`config.mk`:
```
export PLATFORM = sky130hd
export DESIGN_NAME = vram_tile_writer_flat
export DESIGN_NICKNAME = d
export VERILOG_FILES = /design/src/rtl/vram_tile_writer_pkg.sv /design/src/rtl/vram_tile_writer_if.sv /design/src/rtl/vram_tile_writer_tile_addr_counter.sv /design/src/rtl/vram_tile_writer.sv /design/src/flat_wrapper.sv
export SDC_FILE = /design/constraint.sdc
export NUM_CORES = 1
export LEC_CHECK = 0
export BUFFER_PORTS_ARGS = -buffer_cell sky130_fd_sc_hd__buf_2
export CAP_MARGIN = 25
export CORE_MARGIN = 1.5
export CORE_UTILIZATION = 55
export CTS_CLUSTER_SIZE = 12
export DETAILED_ROUTE_END_ITERATION = 8
export GPL_TIMING_DRIVEN = 0
export PLACE_DENSITY = 0.74
export SLEW_MARGIN = 25
export SYNTH_ARGS = -nofsm -noshare
export SYNTH_HDL_FRONTEND = slang
export SYNTH_SLANG_ARGS = --single-unit
```
`constraint.sdc`:
```
create_clock -name clk -period 4.2 [get_ports clk]
set_clock_uncertainty 0.1 [all_clocks]
set_input_delay 0.63 -clock clk [delete_from_list [all_inputs] [get_ports clk]]
set_output_delay 0.63 -clock clk [all_outputs]
set_load 0.05 [all_outputs]
```
`src/rtl/vram_tile_writer_pkg.sv`:
```
// Shared constants and types for the tile-map VRAM write path.
// The VGA read side uses the same base address and tile geometry.
package vram_tile_writer_pkg;

  localparam logic [15:0] DEF_VGA_BASE_ADDR = 16'hB000;
  localparam int unsigned DEF_TILE_COLS     = 160;
  localparam int unsigned DEF_TILE_ROWS     = 120;

  typedef enum logic [1:0] {
    OP_WRITE = 2'b00,
    OP_FILL  = 2'b01,
    OP_CLEAR = 2'b10,
    OP_RSVD  = 2'b11
  } cmd_op_e;

  typedef enum logic [1:0] {
    ST_IDLE,
    ST_RUN,
    ST_DONE
  } state_e;

  // A command normalised to a rectangle, plus its accept/reject verdict.
  typedef struct packed {
    logic [7:0] x;
    logic [6:0] y;
    logic [7:0] w;
    logic [6:0] h;
    logic       reject;
  } cmd_dec_t;

  // Exclusive end coordinate clipped to the screen edge; the wide sum never wraps.
  function automatic logic [8:0] clip_end(input logic [8:0] sum, input logic [8:0] limit);
    return (sum > limit) ? limit : sum;
  endfunction

endpackage

```
`src/rtl/vram_tile_writer_if.sv`:
```
// Command and RAM write-port bundle for vram_tile_writer.
// slave is the writer's view, master is the game-logic/RAM-side view.
interface vram_tile_writer_if;

  logic        cmd_valid;
  logic        cmd_ready;
  logic [1:0]  cmd_op;
  logic [7:0]  cmd_x;
  logic [6:0]  cmd_y;
  logic [7:0]  cmd_w;
  logic [6:0]  cmd_h;
  logic [15:0] cmd_data;
  logic        wr_en;
  logic [15:0] wr_addr;
  logic [15:0] wr_data;
  logic        wr_grant;
  logic        busy;
  logic        done;
  logic        err;

  modport master (
    output cmd_valid, cmd_op, cmd_x, cmd_y, cmd_w, cmd_h, cmd_data, wr_grant,
    input  cmd_ready, wr_en, wr_addr, wr_data, busy, done, err
  );

  modport slave (
    input  cmd_valid, cmd_op, cmd_x, cmd_y, cmd_w, cmd_h, cmd_data, wr_grant,
    output cmd_ready, wr_en, wr_addr, wr_data, busy, done, err
  );

endinterface

```
`src/rtl/vram_tile_writer_tile_addr_counter.sv`:
```
// Row-major tile scanner: walks a clipped rectangle and keeps the RAM address
// registered, stepping the row base by the stride instead of multiplying per tile.
module tile_addr_counter
  import vram_tile_writer_pkg::*;
#(
  parameter logic [15:0] VGA_BASE_ADDR = DEF_VGA_BASE_ADDR,
  parameter int unsigned TILE_COLS     = DEF_TILE_COLS
) (
  input  logic        clk,
  input  logic        reset,
  input  logic        load,
  input  logic        advance,
  input  logic [7:0]  x_start,
  input  logic [6:0]  y_start,
  input  logic [8:0]  x_end,
  input  logic [7:0]  y_end,
  output logic [15:0] wr_addr,
  output logic        last
);

  localparam logic [14:0] STRIDE = 15'(TILE_COLS);

  logic [7:0]  col_q;
  logic [7:0]  x_start_q;
  logic [6:0]  row_q;
  logic [14:0] row_base_q;
  logic [8:0]  x_end_q;
  logic [7:0]  y_end_q;

  logic [8:0]  col_inc;
  logic [7:0]  row_inc;
  logic        row_wrap;
  logic [14:0] row_base_nxt;
  logic [14:0] load_base;

  always_comb begin
    col_inc      = {1'b0, col_q} + 9'd1;
    row_inc      = {1'b0, row_q} + 8'd1;
    row_wrap     = (col_inc == x_end_q);
    last         = row_wrap && (row_inc == y_end_q);
    row_base_nxt = row_base_q + STRIDE;
    // Constant-coefficient product only at command load; the scan itself is add-only.
    load_base    = 15'(y_start) * STRIDE;
  end

  always_ff @(posedge clk) begin
    if (reset) begin
      col_q      <= '0;
      x_start_q  <= '0;
      row_q      <= '0;
      row_base_q <= '0;
      x_end_q    <= '0;
      y_end_q    <= '0;
      wr_addr    <= '0;
    end else if (load) begin
      col_q      <= x_start;
      x_start_q  <= x_start;
      row_q      <= y_start;
      row_base_q <= load_base;
      x_end_q    <= x_end;
      y_end_q    <= y_end;
      wr_addr    <= VGA_BASE_ADDR + 16'(load_base) + 16'(x_start);
    end else if (advance) begin
      if (row_wrap) begin
        col_q      <= x_start_q;
        row_q      <= row_q + 7'd1;
        row_base_q <= row_base_nxt;
        wr_addr    <= VGA_BASE_ADDR + 16'(row_base_nxt) + 16'(x_start_q);
      end else begin
        col_q      <= col_q + 8'd1;
        wr_addr    <= wr_addr + 16'd1;
      end
    end
  end

endmodule

```
`src/rtl/vram_tile_writer.sv`:
```
// Write side of the tile-map VRAM: decodes WRITE/FILL/CLEAR commands into
// clipped rectangles and streams one glyph-address write per granted cycle.
module vram_tile_writer
  import vram_tile_writer_pkg::*;
#(
  parameter logic [15:0] VGA_BASE_ADDR = DEF_VGA_BASE_ADDR,
  parameter int unsigned TILE_COLS     = DEF_TILE_COLS,
  parameter int unsigned TILE_ROWS     = DEF_TILE_ROWS
) (
  input logic               clk,
  input logic               reset,
  vram_tile_writer_if.slave bus
);

  localparam logic [8:0] COLS9 = 9'(TILE_COLS);
  localparam logic [7:0] COLS8 = 8'(TILE_COLS);
  localparam logic [8:0] ROWS9 = 9'(TILE_ROWS);
  localparam logic [6:0] ROWS7 = 7'(TILE_ROWS);

  state_e      state_q, state_d;
  logic        err_q, err_d;
  logic [15:0] data_q;
  logic        load;
  logic        advance;
  logic        last;
  logic        ready;
  cmd_dec_t    dec;
  logic [8:0]  x_end;
  logic [7:0]  y_end;

  // WRITE and CLEAR are folded into FILL so one scan path serves all three.
  always_comb begin
    dec.x      = bus.cmd_x;
    dec.y      = bus.cmd_y;
    dec.w      = bus.cmd_w;
    dec.h      = bus.cmd_h;
    dec.reject = 1'b0;
    case (cmd_op_e'(bus.cmd_op))
      OP_WRITE: begin
        dec.w = 8'd1;
        dec.h = 7'd1;
      end
      OP_FILL: ;
      OP_CLEAR: begin
        dec.x = '0;
        dec.y = '0;
        dec.w = COLS8;
        dec.h = ROWS7;
      end
      default: dec.reject = 1'b1;
    endcase
    if (({1'b0, dec.x} >= COLS9) || ({2'b0, dec.y} >= ROWS9) ||
        (dec.w == '0) || (dec.h == '0))
      dec.reject = 1'b1;
    x_end = clip_end({1'b0, dec.x} + {1'b0, dec.w}, COLS9);
    y_end = 8'(clip_end({2'b0, dec.y} + {2'b0, dec.h}, ROWS9));
  end

  assign ready = (state_q == ST_IDLE) && !reset;

  always_comb begin
    state_d = state_q;
    load    = 1'b0;
    advance = 1'b0;
    err_d   = 1'b0;
    case (state_q)
      ST_IDLE: begin
        if (bus.cmd_valid && ready) begin
          if (dec.reject) begin
            err_d = 1'b1;
          end else begin
            load    = 1'b1;
            state_d = ST_RUN;
          end
        end
      end
      ST_RUN: begin
        if (bus.wr_grant) begin
          if (last) state_d = ST_DONE;
          else      advance = 1'b1;
        end
      end
      ST_DONE: state_d = ST_IDLE;
      default: state_d = ST_IDLE;
    endcase
  end

  always_ff @(posedge clk) begin
    if (reset) begin
      state_q <= ST_IDLE;
      err_q   <= 1'b0;
      data_q  <= '0;
    end else begin
      state_q <= state_d;
      err_q   <= err_d;
      if (load) data_q <= bus.cmd_data;
    end
  end

  tile_addr_counter #(
    .VGA_BASE_ADDR(VGA_BASE_ADDR),
    .TILE_COLS    (TILE_COLS)
  ) u_tile_addr_counter (
    .clk    (clk),
    .reset  (reset),
    .load   (load),
    .advance(advance),
    .x_start(dec.x),
    .y_start(dec.y),
    .x_end  (x_end),
    .y_end  (y_end),
    .wr_addr(bus.wr_addr),
    .last   (last)
  );

  assign bus.cmd_ready = ready;
  assign bus.busy      = (state_q != ST_IDLE);
  assign bus.done      = (state_q == ST_DONE);
  assign bus.wr_en     = (state_q == ST_RUN);
  assign bus.wr_data   = data_q;
  assign bus.err       = err_q;

endmodule

```
`src/flat_wrapper.sv`:
```
// flat-port wrapper written by rule: the top's interface ports become plain ports
module vram_tile_writer_flat import vram_tile_writer_pkg::*;
#(
  parameter logic [15:0] VGA_BASE_ADDR = DEF_VGA_BASE_ADDR,
  parameter int unsigned TILE_COLS     = DEF_TILE_COLS,
  parameter int unsigned TILE_ROWS     = DEF_TILE_ROWS
)
  (clk, reset, bus_cmd_valid, bus_cmd_op, bus_cmd_x, bus_cmd_y, bus_cmd_w, bus_cmd_h, bus_cmd_data, bus_wr_grant, bus_cmd_ready, bus_wr_en, bus_wr_addr, bus_wr_data, bus_busy, bus_done, bus_err);
  vram_tile_writer_if bus_i ();
  input logic clk;
  input logic reset;
  input wire logic [$bits(bus_i.cmd_valid)-1:0] bus_cmd_valid;
  input wire logic [$bits(bus_i.cmd_op)-1:0] bus_cmd_op;
  input wire logic [$bits(bus_i.cmd_x)-1:0] bus_cmd_x;
  input wire logic [$bits(bus_i.cmd_y)-1:0] bus_cmd_y;
  input wire logic [$bits(bus_i.cmd_w)-1:0] bus_cmd_w;
  input wire logic [$bits(bus_i.cmd_h)-1:0] bus_cmd_h;
  input wire logic [$bits(bus_i.cmd_data)-1:0] bus_cmd_data;
  input wire logic [$bits(bus_i.wr_grant)-1:0] bus_wr_grant;
  output wire logic [$bits(bus_i.cmd_ready)-1:0] bus_cmd_ready;
  output wire logic [$bits(bus_i.wr_en)-1:0] bus_wr_en;
  output wire logic [$bits(bus_i.wr_addr)-1:0] bus_wr_addr;
  output wire logic [$bits(bus_i.wr_data)-1:0] bus_wr_data;
  output wire logic [$bits(bus_i.busy)-1:0] bus_busy;
  output wire logic [$bits(bus_i.done)-1:0] bus_done;
  output wire logic [$bits(bus_i.err)-1:0] bus_err;
  assign bus_i.cmd_valid = bus_cmd_valid;
  assign bus_i.cmd_op = bus_cmd_op;
  assign bus_i.cmd_x = bus_cmd_x;
  assign bus_i.cmd_y = bus_cmd_y;
  assign bus_i.cmd_w = bus_cmd_w;
  assign bus_i.cmd_h = bus_cmd_h;
  assign bus_i.cmd_data = bus_cmd_data;
  assign bus_i.wr_grant = bus_wr_grant;
  assign bus_cmd_ready = bus_i.cmd_ready;
  assign bus_wr_en = bus_i.wr_en;
  assign bus_wr_addr = bus_i.wr_addr;
  assign bus_wr_data = bus_i.wr_data;
  assign bus_busy = bus_i.busy;
  assign bus_done = bus_i.done;
  assign bus_err = bus_i.err;
  vram_tile_writer #(.VGA_BASE_ADDR(VGA_BASE_ADDR), .TILE_COLS(TILE_COLS), .TILE_ROWS(TILE_ROWS)) u_core (.clk(clk), .reset(reset), .bus(bus_i));
endmodule
```
Word-level counts from Yosys, hierarchy flattened
Index checks and enable logic that the tools add are counted.
{"block": "totals", "ff_bits": 90, "input_bits": 52, "out_inout_bits": 37, "wordCells": 90}
{"block": "classes", "addsub": 12, "n_mul": 1, "order_cmp": 4, "n_eq_ne": 10, "muxes": 30, "bitwise": 2, "reduce_logical": 20}
{"cell": "15-bit two-way mux", "n": 4}
{"cell": "16-bit two-way mux", "n": 3}
{"cell": "16-bit by 15-bit adder with 16-bit output, first input constant", "n": 2}
{"cell": "16-bit by 8-bit adder with 16-bit output", "n": 2}
{"cell": "8-bit two-way mux", "n": 4}
{"cell": "15-bit one-hot mux with 2 select lines", "n": 1}
{"cell": "7-bit two-way mux", "n": 3}
{"cell": "16-bit by 1-bit adder with 16-bit output, second input constant", "n": 1}
{"cell": "15-bit by 8-bit adder with 15-bit output, second input constant", "n": 1}
{"cell": "7-bit by 3-bit multiplier with 10-bit output, second input constant", "n": 1}
{"cell": "8-bit by 1-bit adder with 9-bit output, second input constant", "n": 1}
{"cell": "8-bit by 8-bit adder with 9-bit output", "n": 1}
{"cell": "9-bit equality test", "n": 1}
{"cell": "9-bit by 7-bit greater-than comparator with 1-bit output, second input constant", "n": 1}
{"cell": "9-bit by 8-bit greater-than comparator with 1-bit output, second input constant", "n": 1}
{"cell": "1-bit two-way mux", "n": 9}
{"cell": "9-bit two-way mux", "n": 1}
{"cell": "7-bit by 1-bit adder with 8-bit output, second input constant", "n": 1}
{"cell": "7-bit by 7-bit adder with 8-bit output", "n": 1}
{"cell": "8-bit by 1-bit adder with 8-bit output, second input constant", "n": 1}
{"cell": "8-bit equality test", "n": 1}
{"cell": "8-bit greater-or-equal comparator, second input constant", "n": 1}
{"cell": "8-bit logical NOT", "n": 1}
{"cell": "2-bit two-way mux", "n": 4}
{"cell": "18 further kinds", "n": 32}

Logic depth before layout (Yosys ltp)
{"block": "logic_depth", "ltp_word": 12, "mapped_depth": 14, "mapped_depth_nobuf": 12}

Hierarchy
From an unflattened synthesis, not the netlist that was laid out.
{"block": "unflattened", "hier_cells": 820, "area_unflattened_um2": 6655.1}
{"module": "tile_addr_counter", "instances": 1, "cells_per_inst": 588, "area_per_inst_um2": 4792.1}
{"module": "vram_tile_writer", "instances": 1, "cells_per_inst": 232, "area_per_inst_um2": 1863.0}

Worst setup path after synthesis
No wires, ideal clock.
{"block": "synth_path", "path_kind": "input to register", "start": "in bus_cmd_op[0]", "end": "reg u_core.u_tile_addr_counter.x_end_q[3]", "setup_ns": 0.059, "arrival_ns": 3.388, "slack_ns": 0.654, "cell_stages": 14, "n_path_buf": 2, "cell_sequence": "buf_4 -> nand2b_1 -> clkbuf_1 -> and2_1 -> ha_1 -> fa_1 -> a21o_1 -> a21oi_1 -> o21bai_1 -> a21oi_1 -> o21bai_1 -> a211oi_1 -> o21a_1 -> a22o_1"}
{"item": "start: declaration", "line_no": "flat_wrapper.sv:13", "rtl": "input wire logic [$bits(bus_i.cmd_op)-1:0] bus_cmd_op;"}
{"item": "end signal: assignment", "line_no": "vram_tile_writer_tile_addr_counter.sv:60", "rtl": "x_end_q <= x_end;"}
{"item": "end: declaration", "line_no": "vram_tile_writer_tile_addr_counter.sv:27", "rtl": "logic [8:0] x_end_q;"}

Worst setup path in the final report
{"block": "layout_path", "start": "in bus_cmd_op[0]", "end": "reg u_core.u_tile_addr_counter.wr_addr[15]"}
{"block": "layout_via", "elab_chain_len": 11}
{"item": "branches (longest 11 deep; another with 16-bit by 15-bit adder with 16-bit output)"}
{"item": "end signal: assignment", "line_no": "vram_tile_writer_tile_addr_counter.sv:62", "rtl": "wr_addr <= VGA_BASE_ADDR + 16'(load_base) + 16'(x_start);"}
{"item": "end signal: assignment", "line_no": "vram_tile_writer_tile_addr_counter.sv:68", "rtl": "wr_addr <= VGA_BASE_ADDR + 16'(row_base_nxt) + 16'(x_start_q);"}
{"item": "end signal: assignment", "line_no": "vram_tile_writer_tile_addr_counter.sv:71", "rtl": "wr_addr <= wr_addr + 16'd1;"}
{"item": "end: declaration", "line_no": "vram_tile_writer_tile_addr_counter.sv:17", "rtl": "output logic [15:0] wr_addr,"}
Parallel ways; which one is timed is not known.
A chain may end at the register's enable or synchronous reset.

==> results.cfg <==
[job]
drv_cap = 0

[setup_path]
r2r_cells = 11
critPathMaxFanout = 10
crit_arrival_ns = 4.09
critPathLaunchType = input pin
critical_path_required_ns = 4.32
path_class = in -> reg
r2r_end = u_core.u_tile_addr_counter.col_q[0]$_SDFFE_PP0P_
ff2ff_setup_slack_ns = 1.07
r2r-start = u_core.u_tile_addr_counter.col_q[0]$_SDFFE_PP0P_
endpoint_kind = register

[grt]
grt_pass1_wl_mm = 31.2
grt_pass1_vias = 6199
met1_usage_pct = 41.7
grt_use_total_pct = 31.6
grtUsageMet2_pct = 51.5
grt_use_met3_pct = 5.80
grt_max_degree = 18
grt.overflow.total = 0
antenna_found_initial = 1
busiest_layer = met2

[worst_hold_path]
min-delay-path-class = reg -> reg
hp-start = u_core.bus.wr_data[11]$_SDFFE_PP0P_
hold_depth = 2
min_to = u_core.bus.wr_data[11]$_SDFFE_PP0P_

[floorplan]
die_w_um = 111
fp.dieH_um = 111
io_pins = 89
die_area_sq_um = 12300
coreArea_sq_um = 11400
rows = 39
start_util_pct = 56.1

[synthesis]
synthTopCellsByArea = dfxtp_1, xnor2_1, nand2_1
postSynthAreaPerCell_sq_um = 7.96
yosysSeqAreaShare_pct = 26.7
synth_top_area_share_pct = 26.7
ys_types = 84
synth.net_count = 884
syn_inst = 802
syn_area_sq_um = 6380
async_reset_ff_share_pct = 0
yosysTopAreaCell = dfxtp_1
synth_edf_count = 0
yosys_warnings = 0
ys.flop_type = dfxtp_1
ys_seq_elements = 85

[cells_and_area]
nets = 979
layoutNonFillerInstCount = 1046
fill_cells = 977
drive_above_1_share_pct = 17.8
synthToLayoutAreaGrowth_pct = 14.4

[route]
finalWirelength_mm = 19.5
first_pass_iters = 5
ant_nets = 0
drcViolationCount = 0
wl_per_cell_um = 18.6
drtIter0Drc = 758
routed_via_density = 6.22
vias = 6502

[cts]
cts_sinks = 85
cts_buffers = 9
cts.path.max_buffers = 2
cts_root_buf = clkbuf_16
htreeDepth = 3
cts_tree = done
clk_pin_slew_worst_paths_ns = 0.08
clock_latency_ns = 0.36

[sta]
relSlewSlack_pct = 46.8
hold_violations = 0
setup_viol = 0
max_freq_mhz = 252
max_slew.worst_pin.slew_ns = 0.798
fin_crit_sh_pct = 94.4
period_minus_slack_ns = 3.97
rsz0062_at_grt = false
worst_slack_ns = 0.234
slew_violations = 0

[power_and_ir_drop]
p_leak_nw = 3.11
p_per_area_nw_per_um2 = 345
ir_worst_vdd_uv = 238
p_total_mw = 2.52

[placed_design]
io_buffers = 84
gp_congestion = 0.956
place_hpwl_mm = 14.8
dp_slack_ns = -0.234
dp.cells = 1029

[run_status]
status = completed
==> worst max path at each step <==
stage                  startpoint                                                   to  depth (start not counted)
finish              bus_cmd_op[0]  u_core.u_tile_addr_counter.wr_addr[15]$_SDFFE_PP0P_                         14
global route        bus_cmd_op[0]  u_core.u_tile_addr_counter.wr_addr[13]$_SDFFE_PP0P_                         14
CTS                 bus_cmd_op[0]  u_core.u_tile_addr_counter.wr_addr[14]$_SDFFE_PP0P_                         14
detailed placement  bus_cmd_op[0]  u_core.u_tile_addr_counter.wr_addr[14]$_SDFFE_PP0P_                         14
global placement    bus_cmd_op[0]  u_core.u_tile_addr_counter.wr_addr[14]$_SDFFE_PP0P_                         14
floorplan           bus_cmd_op[0]   u_core.u_tile_addr_counter.x_end_q[3]$_SDFFE_PP0P_                         14
==> state kept, by name (all words and copies together) (netlist names) <==
| signal | cells |
|---|---|
| u_core.u_tile_addr_counter.row_base_q | 10 |
| u_core.u_tile_addr_counter.row_q | 7 |
| u_core.u_tile_addr_counter.x_end_q | 9 |
| u_core.u_tile_addr_counter.col_q | 8 |
| u_core.bus.wr_data | 16 |
| u_core.bus.err | 1 |
| u_core.u_tile_addr_counter.wr_addr | 16 |
| u_core.state_q | 2 |
| u_core.u_tile_addr_counter.x_start_q | 8 |
| u_core.u_tile_addr_counter.y_end_q | 8 |
==> worst max-delay path, cell delays in order <==
cell	delay, ns
buf_4	0.15
nand2b_1	0.32
clkbuf_1	0.43
clkbuf_1	0.35
and3_1	0.21
ha_1	0.28
xor2_1	0.46
nand3_1	0.13
a21oi_1	0.25
a21oi_1	0.15
a211oi_1	0.38
a41oi_1	0.10
a21oi_1	0.18
nor3_1	0.05
==> power breakdown <==
| group | switching [mW] | internal (mW) | leakage, nW |
|---|---|---|---|
| logic | 0.478 | 0.268 | 2.26 |
| registers | 0.0480 | 0.855 | 0.692 |
| clock network | 0.390 | 0.478 | 0.155 |
| total | 0.916 | 1.60 | 3.11 |
==> final cells by class <==
type	instances	area, sq um	share of cell area [%]
Clock buffer	9	225	3.08
Sequential cell	85	1700	23.3
Tap cell	143	179	2.45
Antenna cell	1	2.50	0.0343
Buffer	52	258	3.53
Multi-Input combinational cell	653	4380	60.0
Clock inverter	7	87.6	1.20
Inverter	12	45.0	0.617
Timing Repair Buffer	84	420	5.76
==> layer usage <==
layer  part of all wire (%)  wire length [um]  vias to the layer above
met2                     46              8870                      334
met4                    2.6               515                        0
met1                     44              8490                     3045
met5                      0                 0                        -
met3                    8.2              1590                       38
li1                       -                 -                     3085
==> what timing repair did <==
| item | in CTS | in global routing |
|---|---|---|
| endpoints found under the setup margin | 0 | 2 |
| gates resized for setup | 0 | 1 |
| buffers inserted | 0 | 0 |
| hold buffers | 0 | 0 |
==> metrics by stage <==
stage	setup TNS [ns]	hold WS, ns	instance area [sq um]	util (%)
after floorplan	0	0.337	6380	-
after global placement	-0.235	0.340	6980	61.4
after detailed placement	-0.437	0.346	6980	61.4
after CTS	0	0.356	7290	64.2
after global routing	0	0.372	7300	64.2
final	0	0.353	7300	64.2
==> synthesized netlist by cell type, types with 4 or more instances <==
master	n
and3_1	17
o21a_1	8
nor3_1	16
a21o_1	13
a211oi_2	6
a311oi_1	8
a31oi_1	10
a22oi_1	5
dfxtp_1	85
buf_4	6
nand4_1	7
and2_1	22
nor2b_1	7
nand2b_1	7
inv_1	12
nand2_1	104
a221oi_1	5
buf_2	19
a211oi_1	18
or3_1	10
a21oi_1	64
o21ai_0	16
nand3_1	20
xor2_1	31
nor2_1	68
o211ai_1	10
o2111ai_1	5
clkbuf_1	22
o21bai_1	4
xnor2_1	50
a32o_1	4
a22o_1	11
ha_1	27
==> cell families after synthesis <==
logic type | synth area share [%]
flops | 26.7
fa+ha+maj | 6.55
buf+inv | 4.74
mux | 0.706
simple gates | 25.0
compound gates | 24.9
xor+xnor | 11.4
==> placed cells by master (no fill, tap or decap), types with 17 or more instances in the layout <==
cell and instances:
nand2_1 104, buf_2 103, dfxtp_1 85, nor2_1 68, a21oi_1 64, xnor2_1 50
xor2_1 31, ha_1 27, clkbuf_1 22, and2_1 22, nand3_1 20, and3_1 17
a211oi_1 17
(Power assumes the default switching activity.)
